**src/rtl/mips_pkg.sv**
```systemverilog
// mips_pkg: shared types and helpers for the MIPS pipeline MEM stage.
//   mem_op_t : memory operation carried in the EX/MEM payload
//   exc_t    : address exception reported to WB
//   dstate_t : state of the MEM-stage output register / load-data FSM
//   isLoad / isStore / isMisaligned : classification helpers
package mips_pkg;

   typedef enum logic [3:0] {
      OP_NONE = 4'd0,
      OP_LB   = 4'd1,
      OP_LBU  = 4'd2,
      OP_LH   = 4'd3,
      OP_LHU  = 4'd4,
      OP_LW   = 4'd5,
      OP_SB   = 4'd6,
      OP_SH   = 4'd7,
      OP_SW   = 4'd8
   } mem_op_t;

   typedef enum logic [1:0] {
      EXC_NONE = 2'd0,
      EXC_ADEL = 2'd1,
      EXC_ADES = 2'd2
   } exc_t;

   // EMPTY: nothing in the output register.
   // FRESH: first cycle an entry is presented; a load reads the SRAM live.
   // HELD : WB stalled a load, so its word is served from the hold buffer.
   typedef enum logic [1:0] {
      DS_EMPTY = 2'd0,
      DS_FRESH = 2'd1,
      DS_HELD  = 2'd2
   } dstate_t;

   function automatic logic isLoad(input mem_op_t op);
      return (op == OP_LB) || (op == OP_LBU) || (op == OP_LH) ||
             (op == OP_LHU) || (op == OP_LW);
   endfunction

   function automatic logic isStore(input mem_op_t op);
      return (op == OP_SB) || (op == OP_SH) || (op == OP_SW);
   endfunction

   // Halfword accesses need an even address, word accesses a multiple of 4.
   function automatic logic isMisaligned(input mem_op_t op, input logic [1:0] addrLo);
      logic mis;
      mis = 1'b0;
      if ((op == OP_LH) || (op == OP_LHU) || (op == OP_SH)) mis = addrLo[0];
      if ((op == OP_LW) || (op == OP_SW))                   mis = |addrLo;
      return mis;
   endfunction

endpackage

```
**src/rtl/mem_stage_lsu_load_align.sv**
```systemverilog
// load_align: picks the addressed byte/halfword out of a raw SRAM word and
// sign- or zero-extends it to 32 bits according to the load op.
//   op_i     : load op (LB/LBU/LH/LHU/LW; anything else returns raw word)
//   addrLo_i : low two bits of the effective address
//   raw_i    : 32-bit word read from the data SRAM
//   result_o : extended register write-back value
module load_align
   import mips_pkg::*;
(
   input  mem_op_t     op_i,
   input  logic [1:0]  addrLo_i,
   input  logic [31:0] raw_i,
   output logic [31:0] result_o
);

   logic [7:0]  selByte;
   logic [15:0] selHalf;

   // Lane selection: the byte index is addrLo, the half index is addrLo[1]
   // (an aligned halfword never has addrLo[0] set).
   always_comb begin
      selByte = raw_i[7:0];
      case (addrLo_i)
         2'd0: selByte = raw_i[7:0];
         2'd1: selByte = raw_i[15:8];
         2'd2: selByte = raw_i[23:16];
         2'd3: selByte = raw_i[31:24];
         default: selByte = raw_i[7:0];
      endcase
      selHalf = addrLo_i[1] ? raw_i[31:16] : raw_i[15:0];
   end

   // Extension by op; LW and non-loads pass the word through untouched.
   always_comb begin
      result_o = raw_i;
      case (op_i)
         OP_LB:   result_o = {{24{selByte[7]}}, selByte};
         OP_LBU:  result_o = {24'd0, selByte};
         OP_LH:   result_o = {{16{selHalf[15]}}, selHalf};
         OP_LHU:  result_o = {16'd0, selHalf};
         default: result_o = raw_i;
      endcase
   end

endmodule

```
**src/rtl/mem_stage_lsu.sv**
```systemverilog
// mem_stage_lsu: MEM stage of the 5-stage MIPS pipeline.
//   in_*            : EX/MEM payload with valid/ready handshake
//   flush           : kills the request being accepted and the held entry
//   data_sram_*     : data SRAM port (read data returns one cycle later)
//   out_*           : WB payload with valid/ready handshake, plus
//                     address exception code and faulting address
module mem_stage_lsu
   import mips_pkg::*;
#(
   parameter int ADDR_W = 32,
   parameter int DATA_W = 32
)(
   input  logic              clk,
   input  logic              reset,
   input  logic              flush,
   input  logic              in_valid,
   output logic              in_ready,
   input  logic [3:0]        in_op,
   input  logic [ADDR_W-1:0] in_addr,
   input  logic [DATA_W-1:0] in_wdata,
   input  logic [ADDR_W-1:0] in_pc,
   input  logic [4:0]        in_wreg,
   input  logic              in_regwen,
   output logic              data_sram_en,
   output logic [3:0]        data_sram_wen,
   output logic [ADDR_W-1:0] data_sram_addr,
   output logic [DATA_W-1:0] data_sram_wdata,
   input  logic [DATA_W-1:0] data_sram_rdata,
   output logic              out_valid,
   input  logic              out_ready,
   output logic [ADDR_W-1:0] out_pc,
   output logic              out_regwen,
   output logic [4:0]        out_wreg,
   output logic [DATA_W-1:0] out_wdata,
   output logic [1:0]        out_exc,
   output logic [ADDR_W-1:0] out_badvaddr
);

   mem_op_t           inOp;
   logic              inMis;
   logic              inMem;
   logic              accept;
   logic              issue;

   dstate_t           stateQ, stateD;
   mem_op_t           opQ;
   logic [1:0]        addrLoQ;
   logic [ADDR_W-1:0] pcQ;
   logic [4:0]        wregQ;
   logic              regwenQ;
   logic [DATA_W-1:0] wdataQ;
   exc_t              excQ;
   logic [ADDR_W-1:0] badvaddrQ;
   logic              loadQ;
   logic [DATA_W-1:0] holdBufQ;
   logic [DATA_W-1:0] loadWord;
   logic [DATA_W-1:0] loadExt;

   // Handshake and request classification. Reset also blocks acceptance so
   // nothing reaches the SRAM while the pipeline is being cleared.
   always_comb begin
      inOp      = mem_op_t'(in_op);
      inMis     = isMisaligned(inOp, in_addr[1:0]);
      inMem     = isLoad(inOp) || isStore(inOp);
      out_valid = (stateQ != DS_EMPTY);
      in_ready  = !out_valid || out_ready;
      accept    = in_valid && in_ready && !flush && !reset;
      issue     = accept && inMem && !inMis;
   end

   // SRAM request: only an accepted, aligned memory op drives the port.
   // Narrow stores replicate their data across lanes and let the byte
   // enables select which lanes actually get written.
   always_comb begin
      data_sram_en    = issue;
      data_sram_addr  = reset ? '0 : {in_addr[ADDR_W-1:2], 2'b00};
      data_sram_wen   = 4'b0000;
      data_sram_wdata = '0;
      if (issue) begin
         case (inOp)
            OP_SB: begin
               data_sram_wen   = 4'b0001 << in_addr[1:0];
               data_sram_wdata = {4{in_wdata[7:0]}};
            end
            OP_SH: begin
               data_sram_wen   = in_addr[1] ? 4'b1100 : 4'b0011;
               data_sram_wdata = {2{in_wdata[15:0]}};
            end
            OP_SW: begin
               data_sram_wen   = 4'b1111;
               data_sram_wdata = in_wdata;
            end
            default: begin
               data_sram_wen   = 4'b0000;
               data_sram_wdata = '0;
            end
         endcase
      end
   end

   // Output register: captures the payload on accept. Exception info and
   // the "this entry takes data from the SRAM" flag are resolved here so
   // WB sees a stable, fully decoded entry.
   always_ff @(posedge clk or posedge reset) begin
      if (reset) begin
         opQ       <= OP_NONE;
         addrLoQ   <= 2'b00;
         pcQ       <= '0;
         wregQ     <= 5'd0;
         regwenQ   <= 1'b0;
         wdataQ    <= '0;
         excQ      <= EXC_NONE;
         badvaddrQ <= '0;
         loadQ     <= 1'b0;
      end else if (accept) begin
         opQ       <= inOp;
         addrLoQ   <= in_addr[1:0];
         pcQ       <= in_pc;
         wregQ     <= in_wreg;
         regwenQ   <= in_regwen && !inMis;
         wdataQ    <= in_addr;
         excQ      <= !inMis ? EXC_NONE : (isStore(inOp) ? EXC_ADES : EXC_ADEL);
         badvaddrQ <= inMis ? in_addr : '0;
         loadQ     <= isLoad(inOp) && !inMis;
      end
   end

   // Data FSM state register.
   always_ff @(posedge clk or posedge reset) begin
      if (reset) stateQ <= DS_EMPTY;
      else       stateQ <= stateD;
   end

   // Next state: flush empties the stage from anywhere and beats out_ready.
   // A stalled FRESH entry moves to HELD because the SRAM word disappears
   // after this cycle; HELD stays until WB takes it.
   always_comb begin
      stateD = stateQ;
      if (flush) begin
         stateD = DS_EMPTY;
      end else begin
         case (stateQ)
            DS_EMPTY: stateD = accept ? DS_FRESH : DS_EMPTY;
            DS_FRESH: stateD = !out_ready ? DS_HELD : (accept ? DS_FRESH : DS_EMPTY);
            DS_HELD:  stateD = !out_ready ? DS_HELD : (accept ? DS_FRESH : DS_EMPTY);
            default:  stateD = DS_EMPTY;
         endcase
      end
   end

   // Hold buffer: grabs the one-cycle-valid SRAM word when WB stalls a
   // FRESH entry. Reset discards it.
   always_ff @(posedge clk or posedge reset) begin
      if (reset)                                         holdBufQ <= '0;
      else if (stateQ == DS_FRESH && !out_ready && !flush) holdBufQ <= data_sram_rdata;
   end

   // Load word source: live SRAM data in FRESH, buffered copy in HELD.
   always_comb begin
      loadWord = (stateQ == DS_HELD) ? holdBufQ : data_sram_rdata;
   end

   load_align uLoadAlign (
      .op_i     (opQ),
      .addrLo_i (addrLoQ),
      .raw_i    (loadWord),
      .result_o (loadExt)
   );

   // WB payload: loads return the extracted word, everything else the
   // registered ALU result.
   always_comb begin
      out_pc       = pcQ;
      out_wreg     = wregQ;
      out_regwen   = regwenQ;
      out_exc      = excQ;
      out_badvaddr = badvaddrQ;
      out_wdata    = loadQ ? loadExt : wdataQ;
   end

endmodule

```
**config.mk**
```make
export PLATFORM = sky130hd
export DESIGN_NAME = mem_stage_lsu
export DESIGN_NICKNAME = d
export VERILOG_FILES = /design/src/rtl/mips_pkg.sv /design/src/rtl/mem_stage_lsu_load_align.sv /design/src/rtl/mem_stage_lsu.sv
export SDC_FILE = /design/constraint.sdc
export NUM_CORES = 1
export LEC_CHECK = 0
export CORE_ASPECT_RATIO = 0.7
export CORE_MARGIN = 2
export CORE_UTILIZATION = 44
export CTS_CLUSTER_DIAMETER = 50
export DETAILED_ROUTE_END_ITERATION = 10
export PLACE_DENSITY = 0.91
export SYNTH_ARGS = -nofsm -noshare
export SYNTH_HDL_FRONTEND = slang
export SYNTH_SLANG_ARGS = --single-unit
```
**constraint.sdc**
```tcl
create_clock -name clk -period 12.37 [get_ports clk]
set_clock_uncertainty 0.2 [all_clocks]
set_input_delay 3.711 -clock clk [delete_from_list [all_inputs] [get_ports clk]]
set_output_delay 3.711 -clock clk [all_outputs]
set_load 0.01 [all_outputs]
```
==> Word-level counts from Yosys, hierarchy flattened <==
Cells that the tools add are included.
{ "totals": {"romBits": 0, "register_bits": 145, "ram_bits": 0, "input_bits": 143, "latchBits": 0, "n_memories": 0, "output_inout_bits": 175, "elab_cells": 79} }
{ "classes": {"n_mul": 0, "n_eq_ne": 17, "bitwise_logic": 0, "n_addsub": 0, "reduce_logical": 30, "order_cmp": 0, "shifts": 1, "div_mod_pow": 0, "mux": 20} }
{ "op_table": {"columns": ["operator", "n"], "rows": [
  ["32-bit 2-to-1 mux", 5],
  ["32-bit case mux with 4 select lines", 1],
  ["32-bit case mux with 3 select lines", 1],
  ["8-bit case mux with 4 select lines", 1],
  ["4-bit by 3-bit == test with 1-bit output (second input constant)", 5],
  ["4-bit by 2-bit == test with 1-bit output (second input constant)", 4],
  ["16-bit 2-to-1 mux", 1],
  ["4-bit case mux with 3 select lines", 1],
  ["1-bit logical OR", 11],
  ["1-bit logical AND", 9],
  ["4-bit by 1-bit == test with 1-bit output (second input constant)", 2],
  ["2-bit 2-to-1 mux", 4],
  ["4-bit 2-to-1 mux", 2],
  ["2-bit == test (second input constant)", 3],
  ["1-bit zero test", 5],
  ["2-bit by 1-bit == test with 1-bit output (second input constant)", 2],
  ["4-bit == test (second input constant)", 1],
  ["2-bit zero test", 2],
  ["2-bit case mux with 2 select lines", 1],
  ["2-bit OR reduction", 2],
  ["1-bit by 2-bit left shift with 4-bit output (first input constant)", 1],
  ["1-bit 2-to-1 mux", 3],
  ["2-bit nonzero test", 1]
]} }

==> Longest topological paths before layout <==
Gate-level depths: netlist of the first run.
{ "logic_depth": {"depth_word": 10, "ltp_mapped": 10, "mapped_depth_nobuf": 7} }

==> Hierarchy <==
A second synthesis of the first run with hierarchy kept.
{ "hier_totals": {"cells_unflattened": 848, "area_unflattened_um2": 7887.6} }
{ "by_module_without_submodules": {"columns": ["mod", "instances", "cells_each", "area_per_inst_um2", "seq_area_each_um2"], "rows": [
  ["mem_stage_lsu", 1, 747, 7060.5, 3578.4],
  ["load_align", 1, 101, 827.0, 0.0]
]} }

==> Least setup slack after synthesis of the first run <==
Ideal clock, no wire load.
{ "synth_path": {"path_type": "input port to output port", "start": "input reset", "end": "output data_sram_wdata[16]", "n_path_buf": 1, "path_stages": 6, "t_required_ps": 8459, "arrival_time_ps": 8183, "setup_slack_ps": 276, "path_cell_list": "inv_1 > nand2_1 > nor3_1 > clkbuf_1 > o211ai_1 > nor2_1"} }
{ "synth_between": {"elab_chain_cells": 5} }
{ "synth_lines": {"columns": ["item", "line", "text"], "rows": [
  ["start, declared", "mem_stage_lsu.sv:14", "input logic reset,"],
  ["1-bit zero test (no line)", null, null],
  ["1-bit logical AND", "mem_stage_lsu.sv:67", "accept = in_valid && in_ready && !flush && !reset;"],
  ["1-bit logical AND (2 in a row)", "mem_stage_lsu.sv:68", "issue = accept && inMem && !inMis;"],
  ["32-bit 2-to-1 mux", "mem_stage_lsu.sv:79", "if (issue) begin"],
  ["end, declared", "mem_stage_lsu.sv:27", "output logic [DATA_W-1:0] data_sram_wdata,"]
]} }
No other way between the ends.

==> Final worst setup path of the first run <==
{ "layout_path": {"start": "input in_op[0]", "end": "output data_sram_wen[3]"} }
{ "layout_between": {"elab_chain_cells": 9} }
{ "layout_lines": {"columns": ["item", "line", "text"], "rows": [
  ["start, declared", "mem_stage_lsu.sv:18", "input logic [3:0] in_op,"],
  ["4-bit by 1-bit == test with 1-bit output / 4-bit by 2-bit == test with 1-bit output (equally long branches)", "mips_pkg.sv:36", "return (op == OP_LB) || (op == OP_LBU) || (op == OP_LH) ||"],
  ["1-bit logical OR (3 in a row)", "mips_pkg.sv:36", null],
  ["1-bit logical OR", "mips_pkg.sv:37", "(op == OP_LHU) || (op == OP_LW);"],
  ["1-bit logical OR", "mem_stage_lsu.sv:64", "inMem = isLoad(inOp) || isStore(inOp);"],
  ["1-bit logical AND (2 in a row)", "mem_stage_lsu.sv:68", null],
  ["4-bit 2-to-1 mux *", "mem_stage_lsu.sv:79", null],
  ["end, declared", "mem_stage_lsu.sv:25", "output logic [3:0] data_sram_wen,"]
]} }
Every way passes the cells marked *; elsewhere a longest branch is shown, timed or not.

==> metrics.txt, run 1 <==
status finished clean; vias after detailed routing 7629; IO buf count about 320; pin count of the biggest net entering global routing 95; Worst slew margin 0.315; number of library cell types mapped by synthesis 52; Post-Synth Simple-Gate Area 0.229; DR iter-0 viols 680; gpl congestion about 0.94; TNS Setup 0 ns; share of cells above drive strength 1 0.106; clock latency on the worst-skew pair 0.41 ns; Yosys top cell by area dfrtp_1; crit end category output pin; Fmax 0.0891 GHz; MaxCap Viol Count 0; Post-CTS Resized 0; Main synth FF type dfrtp_1; post-route DRC violation count 0; Die W 161 um; Nets 1317; WL final between 20000 and 30000 um; ranking of synthesized cells by area dfrtp_1 47%, nand2_1 12%, mux2_2 9.3%; largest family of logic cells by synthesized area simple AND/OR/NAND/NOR gates; Final Hold Viols 0; post-DR vias/cell 5.40; Initial Util 0.447; Gate Count Post-Synth 888; H-tree Lvls 4; fin. max-slew vios 0; most frequent cell after synthesis nand2_1; n_diodes 0; Tmin final ~11 ns; min-delay worst type reg -> reg; Async SR Flop Fraction 1.00; First-pass DRT Iterations 5; GRT Total Usage 0.284; post-synthesis mux area share 0.106; critical path data arrival time 7.31 ns; post-CTS setup buffers 0; Routed WL per cell roughly 19 um; antenna violations before repair 1; # setup viols final 0; worst-margin pin slew ~1 ns; CTS tree done; Tcrit/Tclk final 0.907; share of the synthesized area in the top cell type 0.469; crit path max fanout 21; number of synthesized flops with an enable pin 0; Num CTS Buffers 17; WP data required 8.46 ns; post-synthesis compound-gate area fraction 0.141; Final Util 0.676; Synth Area in XOR/XNOR 0.00115; Syn-to-layout area delta 51.2%; Max clock buf depth 2; mapped cell area ~7600 um^2; WS Path Type in -> out; GRT Residual Overflow 0; RSZ-0062 raised after global routing false; clk sinks ~140; Synth top cells by count 253 x nand2_1, 143 x dfrtp_1, 98 x nor2_1; Synth Area in Adders 0.00656; power density over cell area approximately 140 nW/um^2; Final ANT Viol Nets 0; first-pass GRT wire length slightly above 40000 um; I/O Pins roughly 320; vias in the first global route 7427; Placement Rows 40; clk root buf clkbuf_16; maximum VDD drop 109 uV; leak pwr 0.00493 uW; Die ar. 18400 um^2; Reg clk slew, reported paths 0.06 ns; Warnings, synthesis 0; # hold bufs at CTS 0; sequential share of the synthesized area 0.469; dpl hpwl 19300 um; Yosys reg bits 143; Startpoint Class input port; core area 17100 um^2; average cell area after synthesis 8.59 um^2; die height 114 um
-- final cells by class --
cell class / instances / area, um^2
clock inverters: 13 / 176
clock buffers: 19 / 453
repair buffers: 325 / 3230
inverters: 22 / 87.6
fillers: 1315 / 5530
well taps: 231 / 289
multi-input cells: 661 / 3720
flip-flops and latches: 143 / 3580
-- state kept, by name, indices dropped and copies added (netlist names) --
name and cells:
out_exc 2, out_badvaddr 32, loadQ 1, wdataQ 31
out_pc 32, out_regwen 1, addrLoQ 1, holdBufQ 32
stateQ 2, opQ 4, out_wreg 5
-- stage by stage --
step | hold slack [ns] | instance area, um^2 | instances | setup slack [ns] | total power (uW)
after global placement | 0.250 | 10900 | 1382 | 1.35 | 1080
after detailed placement | 0.263 | 10900 | 1382 | 1.23 | 1090
after global routing | 0.291 | 11500 | 1414 | 0.921 | 1720
after CTS | 0.277 | 11500 | 1414 | 1.22 | 1640
final | 0.273 | 11500 | 1414 | 1.15 | 1640
after floorplan | 0.247 | 7630 | 889 | 0.276 | 837
-- power by group --
group          switching, uW  leakage (uW)  internal (uW)
registers               50.6       0.00182            547
clock network            212      0.000305            332
logic                    248       0.00281            248
total                    510       0.00493           1130
-- final timing paths --
path                       startpoint               end  slack (ns)  cells after the start
max                          in_op[0]  data_sram_wen[3]        1.15                      7
min                         out_pc[3]         out_pc[3]        0.27                      2
max reg2reg                 stateQ[1]   out_badvaddr[9]        9.77                      7
min reg2reg                 out_pc[3]         out_pc[3]        0.27                      2
max in group asynchronous       reset             loadQ        7.50                      3
min in group asynchronous       reset      holdBufQ[25]        3.82                      3
-- critical path, cell delays in order --
cell             delay [ns]
clkdlybuf4s50_1        0.81
mux2_2                 0.49
a32oi_1                0.16
o22a_1                 0.49
nand3_1                0.70
a21oi_1                0.36
clkdlybuf4s50_1        0.58
-- routing by layer --
layer,global-route usage,vias up,routed length [um]
met5,0,-,0
met4,0.0756,0,446
met3,0.0764,39,2470
met2,0.444,414,12100
met1,0.393,3642,11200
li1,-,3534,-
-- logic make-up after synthesis --
kind of cell / count (synthesis)
AO/OA/AOI/OAI: 162
AND/OR/NAND/NOR: 419
flip-flops: 143
XOR/XNOR: 1
buffers and inverters: 85
multiplexers: 73
other: 1
adder cells (fa/ha/maj): 4
-- placed cells by master (no fill, tap or decap), types with 10 or more instances in the layout --
master           count
a21oi_1             15
a22oi_1             17
buf_4               10
clkbuf_16           17
clkdlybuf4s50_1    315
dfrtp_1            142
inv_1               20
mux2_2              63
mux2i_1             10
nand2_1            253
nor2_1              98
nor2b_1             31
nor3_1              11
o21ai_0             66
o22ai_1             15
Power figures use the tool's default switching activity.
==> inputs of run 2 (changes only) <==
--- a/config.mk
+++ b/config.mk
@@ -5,12 +5,11 @@
 export SDC_FILE = /design/constraint.sdc
 export NUM_CORES = 1
 export LEC_CHECK = 0
-export CORE_ASPECT_RATIO = 0.7
 export CORE_MARGIN = 2
 export CORE_UTILIZATION = 44
 export CTS_CLUSTER_DIAMETER = 50
 export DETAILED_ROUTE_END_ITERATION = 10
-export PLACE_DENSITY = 0.91
+export PLACE_DENSITY = 0.82
 export SYNTH_ARGS = -nofsm -noshare
 export SYNTH_HDL_FRONTEND = slang
 export SYNTH_SLANG_ARGS = --single-unit
==> run 2 against run 1 <==
  * Total power is 2.2% lower
  * Global-route usage is 0.33 points lower
  * Sequential share of layout area is 0.17 points higher
  * Non-clock buffer count is 3 lower
  * Clock-buffer cell count is 2 lower
  * Largest cell class unchanged
  * Critical path type unchanged
  * Highest routed layer unchanged
==> metrics.txt, run 2 (synthesized netlist as in run 1, its figures left out) <==
status finished clean; RSZ-0062 raised after global routing false; fin. max-slew vios 0 (unchanged); Fill cells 1440 (+9.5%); Critical Path, Cell by Cell clkdlybuf4s50_1 -> inv_6 -> nand2_1 -> nor3_2 -> nand3_1 -> a21oi_1 -> clkdlybuf4s50_1; Die W 136 um (-16%); crit end category output pin; Crit-path slowest cell nand3_1; Post-CTS Resized 0 (unchanged); I/O Pins 318 (unchanged); Final Hold Viols 0 (unchanged); Worst slew margin 0.177 (-0.138); worst-margin pin slew 1.23 ns (+0.207 ns); most frequent cells in the layout 315 x clkdlybuf4s50_1, 253 x nand2_1, 142 x dfrtp_1; Num CTS Buffers 17 (unchanged); crit path max fanout 63 (+200%); Startpoint Class input port; vias in the first global route 7457 (+0.40%); die height 136 um (+19%); min-delay worst type reg -> reg; Tcrit/Tclk final 0.871 (-0.0361); GRT Total Usage 0.281 (-0.00331); leak pwr 0.00490 uW (-0.71%); buffer and inverter count on the worst path 3 (+1); Worst Setup Slack, final 1.59 ns (+0.447 ns); Tmin final 10.78 ns (-0.447 ns); vias after detailed routing 7528 (-1.3%); Die ar. 18400 um^2 (about the same); # setup viols final 0 (unchanged); Routed WL per cell 18.4 um (-0.73%); Worst path max stage delay 0.65 ns (-0.16 ns); Placed Cells 1373 (-0.65%); largest delay contributor family on the critical path buffers and inverters; Nets 1314 (-0.23%); IO buf count 315 (unchanged); clk root buf clkbuf_16; gpl congestion 0.892 (-5.0%); Layout Cells excl Fill 1406 (-0.57%); WL final 25900 um (-1.3%); first-pass GRT wire length 39400 um (-3.0%); share of cells above drive strength 1 0.103 (-0.00227); Reg clk slew, reported paths 0.06 ns (about the same); CTS tree done; post-CTS setup buffers 0 (unchanged); pin count of the biggest net entering global routing 95 (unchanged); Final ANT Viol Nets 0 (unchanged); maximum VDD drop 100 uV (-7.9%); power density over cell area 140 nW/um^2 (-1.7%); Placement Rows 48 (+20%); Top cell by count, worst path clkdlybuf4s50_1; WP data required 8.46 ns (about the same); clk sinks 143 (unchanged); GRT Residual Overflow 0 (unchanged); Initial Util 0.446 (-0.00131); post-route DRC violation count 0 (unchanged); Fmax 0.0928 GHz (+4.1%); antenna violations before repair 1 (unchanged); area occupied by multi-input gates 3720 um^2 (unchanged); Syn-to-layout area delta 50.4%; critical path data arrival time 6.86 ns (-0.45 ns); # hold bufs at CTS 0 (unchanged); DP Worst Slack 1.57 ns (+0.338 ns); post-DR vias/cell 5.35 (-0.76%); dpl hpwl 19000 um (-1.3%); H-tree Lvls 4 (unchanged); Reg area 3580 um^2 (unchanged); TNS Setup 0 ns (unchanged); core area 17100 um^2 (+0.29%); clock latency on the worst-skew pair 0.42 ns (about the same); DR iter-0 viols 480 (-29%); commonest non-fill, non-tap cell in the layout clkdlybuf4s50_1; MaxCap Viol Count 0 (unchanged); Max clock buf depth 2 (unchanged); WS Path Type in -> out; First-pass DRT Iterations 5 (unchanged)
## run 2: worst paths after layout
kind / start / slack [ns] / endpoint / depth (start not counted)
max in group asynchronous: reset / 6.78 / loadQ / 3
worst min-delay path: out_wreg[2] / 0.27 / out_wreg[2] / 2
worst max-delay path: reset / 1.59 / data_sram_wen[2] / 7
worst max register to register: stateQ[0] / 9.64 / out_badvaddr[16] / 7
min in group asynchronous: reset / 3.63 / opQ[3] / 2
worst min register to register: out_wreg[2] / 0.27 / out_wreg[2] / 2
## run 2: metrics by stage
stage                     total power (uW)  area (um^2)  hold slack [ns]  utilization
after floorplan                        837         7630            0.247            -
after global placement                1080        10900            0.256        0.635
after detailed placement              1090        10900            0.259        0.635
after CTS                             1610        11500            0.273        0.670
after global routing                  1680        11500            0.294        0.670
final                                 1600        11500            0.272        0.670
## run 2: per-layer routing
metal	track usage	routed length, um	vias up
met4	0.157	1230	0
li1	-	-	3530
met5	0	0	-
met2	0.480	12800	385
met1	0.325	9640	3540
met3	0.0632	2160	73
## run 2: final cells by class
class,instances,area share
diodes,1,0.000218
clock buffers,17,0.0371
clock inverters,15,0.0148
inverters,22,0.00763
multi-input cells,661,0.324
flip-flops and latches,143,0.312
well taps,225,0.0245
repair buffers,322,0.279
## run 2: worst min-delay path: cells and delay by family (launching register included)
family | cells | cell delay [ns]
simple gates | 2 | 0.10
flops | 1 | 0.34
## run 2: where the power goes
part	leakage, uW	switching, uW	internal, uW	total [uW]
Clock	0.000285	226	287	513
Sequential	0.00182	60.9	547	608
Combinational	0.00279	234	247	480
Total	0.00490	521	1080	1600
